## config.mk

```make
export PLATFORM = sky130hd
export DESIGN_NAME = bin2bcd_seq
export DESIGN_NICKNAME = d
export VERILOG_FILES = /design/src/rtl/linfan_pkg.sv /design/src/rtl/bcd_adj3.sv /design/src/rtl/bin2bcd_seq.sv
export SDC_FILE = /design/constraint.sdc
export NUM_CORES = 1
export LEC_CHECK = 0
export CORE_MARGIN = 10
export CORE_UTILIZATION = 51
export DETAILED_ROUTE_END_ITERATION = 6
export PLACE_DENSITY = 0.75
export SLEW_MARGIN = 0
export SYNTH_ARGS = -nofsm -noshare
export SYNTH_HDL_FRONTEND = slang
export SYNTH_SLANG_ARGS = --single-unit
```

## constraint.sdc

```tcl
create_clock -name clk -period 5.4 [get_ports clk]
set_clock_uncertainty 0.2 [all_clocks]
set_input_delay 1.08 -clock clk [delete_from_list [all_inputs] [get_ports clk]]
set_output_delay 1.08 -clock clk [all_outputs]
set_load 0.005 [all_outputs]
```

## src/rtl/linfan_pkg.sv

```systemverilog
// Shared constants and FSM encoding for the sequential binary-to-BCD converter.
package linfan_pkg;

    localparam int BIN_W_DEF  = 14;
    localparam int BCD_DIGITS = 4;
    localparam int BCD_MAX    = 9999;

    // Saturated display value used when the input exceeds BCD_MAX
    localparam logic [4*BCD_DIGITS-1:0] BCD_SAT = 16'h9999;

    typedef enum logic [1:0] {
        ST_IDLE  = 2'd0,
        ST_SHIFT = 2'd1,
        ST_DONE  = 2'd2
    } state_t;

endpackage

```

## src/rtl/bcd_adj3.sv

```systemverilog
// Double-dabble digit correction: add 3 to a BCD digit that is 5 or more,
// so the following left shift carries correctly into the next digit.
module bcd_adj3 (
    input  logic [3:0] din,
    output logic [3:0] dout
);

    // +3 correction for digits >= 5
    always_comb begin
        dout = din;
        if (din >= 4'd5)
            dout = din + 4'd3;
    end

endmodule

```

## src/rtl/bin2bcd_seq.sv

```systemverilog
// Sequential binary-to-BCD converter (shift-and-add-3), one bit per cycle.
// Optional macro BIN2BCD_SAT_EN: when defined, an overflowing input shows as
// 9999 on bcd; otherwise bcd carries the low four digits (bin mod 10000).
module bin2bcd_seq #(
    parameter int BIN_W = linfan_pkg::BIN_W_DEF
) (
    input  logic                                clk,
    input  logic                                rst,
    input  logic                                start,
    input  logic [BIN_W-1:0]                    bin,
    output logic                                busy,
    output logic                                done,
    output logic [4*linfan_pkg::BCD_DIGITS-1:0] bcd,
    output logic                                ovf
);
    import linfan_pkg::*;

    // Four BCD digits plus one overflow bit (max 16383 -> 1_6383)
    localparam int DIG_W = 4 * BCD_DIGITS;
    localparam int ACC_W = DIG_W + 1;
    localparam int CNT_W = $clog2(BIN_W);

    state_t             state;
    logic [BIN_W-1:0]   sreg;
    logic [ACC_W-1:0]   acc;
    logic [CNT_W-1:0]   cnt;
    logic [DIG_W-1:0]   adj;

    // Per-digit +3 correction on the current accumulator
    genvar g;
    generate
        for (g = 0; g < BCD_DIGITS; g++) begin : g_adj
            bcd_adj3 u_adj (
                .din  (acc[4*g +: 4]),
                .dout (adj[4*g +: 4])
            );
        end
    endgenerate

    // Conversion FSM with registered outputs
    always_ff @(posedge clk or posedge rst) begin
        if (rst) begin
            state <= ST_IDLE;
            sreg  <= '0;
            acc   <= '0;
            cnt   <= '0;
            busy  <= 1'b0;
            done  <= 1'b0;
            bcd   <= '0;
            ovf   <= 1'b0;
        end else begin
            done <= 1'b0;
            case (state)
                ST_IDLE: begin
                    if (start) begin
                        sreg  <= bin;
                        acc   <= '0;
                        cnt   <= '0;
                        busy  <= 1'b1;
                        state <= ST_SHIFT;
                    end
                end
                ST_SHIFT: begin
                    // The old top bit is always zero before the last shift,
                    // so dropping it loses nothing.
                    {acc, sreg} <= {adj, sreg, 1'b0};
                    cnt         <= cnt + CNT_W'(1);
                    if (cnt == CNT_W'(BIN_W - 1))
                        state <= ST_DONE;
                end
                ST_DONE: begin
                    ovf <= acc[ACC_W-1];
`ifdef BIN2BCD_SAT_EN
                    bcd <= acc[ACC_W-1] ? BCD_SAT : acc[DIG_W-1:0];
`else
                    bcd <= acc[DIG_W-1:0];
`endif
                    done  <= 1'b1;
                    busy  <= 1'b0;
                    state <= ST_IDLE;
                end
                default: begin
                    busy  <= 1'b0;
                    state <= ST_IDLE;
                end
            endcase
        end
    end

endmodule

```

==> results.toml <==
[final_layout]
instances_no_fill = 343
fin_area_um2 = 3030
nets = 303
final_core_util_pct = 62.8
mostFrequentLayoutCells = "dfrtp_1 (56), o21ai_0 (45), nand2_1 (39)"
antenna-diode-count = 0
layout-drive-gt1-share_pct = 9.06
synthToLayoutAreaGrowth_pct = 17.2
final_common_cell = "dfrtp_1"

[floorplan]
fp.dieH_um = 91.1
core.rowCount = 25
core_area_um2 = 4820
die_area_um2 = 8310
num_io_pins = 36
die_x_um = 91.1
start_util_pct = 53.6

[drt]
drtAntennaViolNets = 0
drt_first_pass_iters = 4
wl_mm = 4.60
vias = 1826
drt_iter0_drc = 96
wl_per_cell_um = 13.4
viasPerCell = 5.32
drc = 0

[timing]
worst_pin_slew_ns = 1.00
timing.final.max_slew_violations = 0
fin_crit_ns = 2.62
rsz0062_at_grt = "no"
max-slew-margin-rel_pct = 33.2
hold_viol_final = 0
fin_tns_setup_ns = 0
setup_viol = 0
max_freq_mhz = 381
min_period_over_period_pct = 48.6

[yosys]
synth-main-ff-cell = "dfrtp_1"
netlist_area_um2 = 2580
yosys_warnings = 0
yosys.area.top_type = "dfrtp_1"
synth.ff_latch_count = 56
synth.top_cell.area_share_pct = 54.3
synth_top_cells_by_area = "dfrtp_1 (54%), o21ai_0 (8.7%), nand2_1 (5.7%), ha_1 (4.8%), mux2_2 (4.8%)"
synth-edff-count = 0
syn_nets = 272
synth_cell_type_count = 29
syn_inst = 245
syn_area_per_cell_um2 = 10.5
async_flop_share_pct = 100
yosysSeqAreaShare_pct = 54.3

[placement]
routabilityCongestion = 0.726
dp_cells = 336
port_buffers = 35
hpwl_mm = 3.21
postPlaceCellArea_um2 = 2950

[critical_path]
cp_max_fo = 13
r2r_end = "bcd[11]"
reg2reg_slack_ns = 2.95
crit_required_ns = 5.42
crit_start = "start"
crit_type = "input pin to register"
endpoint = "sreg[1]"
reg2reg_depth = 2
setup.worst_path.end_class = "register"
start_kind = "input pin"
crit_arrival_ns = 2.64
r2r_start = "state[0]"

[pwr]
leakage_uw = 0.00134
fin_total_pwr_uw = 1510
peakVddDrop_mv = 0.237
p_per_area_nw_per_um2 = 500

[clock_tree]
cts-htree-levels = 2
ctsResizeCount = 0
clockRootBuffer = "clkbuf_8"
post_cts_buffers = 0
cts_tree = "yes"
clk_latency_ns = 0.30
clk_pin_slew_ns = 0.09
cts_max_path_buffers = 2
cts_buffers = 5
ctsHoldBuffers = 0
cts.sinks = 56

[global_routing]
grt_usage_pct = 11.6
antenna_found_initial = 0
first_global_vias = 1895
grt_max_degree = 45
grt_pass1_wl_mm = 8.29
grt_remaining_overflow = 0

[job]
max_cap_violations = 0

[run_status]
status = "finished clean"

[worst_hold_path]
hold_path.class = "register to register"
## metrics by stage
step / hold WS (ns) / worst slack (ns)
global placement: 0.262 / 2.54
detailed placement: 0.270 / 2.45
finish: 0.287 / 2.78
CTS: 0.291 / 2.78
global route: 0.312 / 2.64
floorplan: 0.249 / 2.75
## worst min path at each step
stage | start | to | depth (start not counted)
after floorplan | acc[16] | acc[16] | 2
after global placement | bcd[9] | bcd[9] | 2
after detailed placement | bcd[9] | bcd[9] | 2
after CTS | bcd[9] | bcd[9] | 2
after global routing | sreg[7] | sreg[7] | 2
final | bcd[9] | bcd[9] | 2
## critical path: stages
cell and delay (ns):
clkdlybuf4s50_1 0.51, nor2b_1 0.71, a22oi_1 0.14, o21ai_0 0.20
## routing by layer
layer  up-vias  global-route usage [%]  part of all wire [%]
met1       884                    13.4                    48
li1        900                       -                     -
met5         -                       0                     0
met3         2                    3.62                   5.8
met4         0                    4.57                  0.50
met2        40                    19.6                    46
## report_power, final
group          switching (uW)  total [uW]  leakage [uW]  internal (uW)
Sequential                140         717      0.000732            577
Combinational             279         584      0.000566            306
Clock                     123         212     0.0000410           88.6
## Yosys cell counts, types with 3 or more instances
cell	count
buf_4	3
xnor2_1	4
o21ai_0	45
mux2_2	11
inv_1	12
buf_2	6
nor3_1	5
nand2b_1	5
a22oi_1	11
ha_1	10
nor2_1	4
dfrtp_1	56
a21oi_1	8
nand2_1	39
mux2_4	3
## state kept, by name, indices dropped and copies added, names as in the netlist
register,cells
cnt,4
state,2
acc,17
bcd,16
done,1
ovf,1
sreg,14
busy,1
## cells by family (layout without fill, tap and decap cells)
family | count (synthesis) | count (layout) | share of synthesized area (%)
fa+ha+maj | 10 | 10 | 4.85
simple gates | 61 | 61 | 10.9
flops | 56 | 56 | 54.3
xor+xnor | 6 | 6 | 2.04
mux | 14 | 14 | 6.54
compound gates | 73 | 73 | 16.5
buf+inv | 25 | 56 | 4.94
## layout make-up
| class | count | area [um^2] |
|---|---|---|
| Fill cell | 430 | 1790 |
| Sequential cell | 56 | 1400 |
| Multi-Input combinational cell | 164 | 1050 |
| Timing Repair Buffer | 37 | 365 |
| Tap cell | 67 | 83.8 |
| Clock buffer | 6 | 72.6 |
| Inverter | 12 | 45.0 |
| Clock inverter | 1 | 5.00 |
No activity file was read; power rests on OpenSTA's default activity.
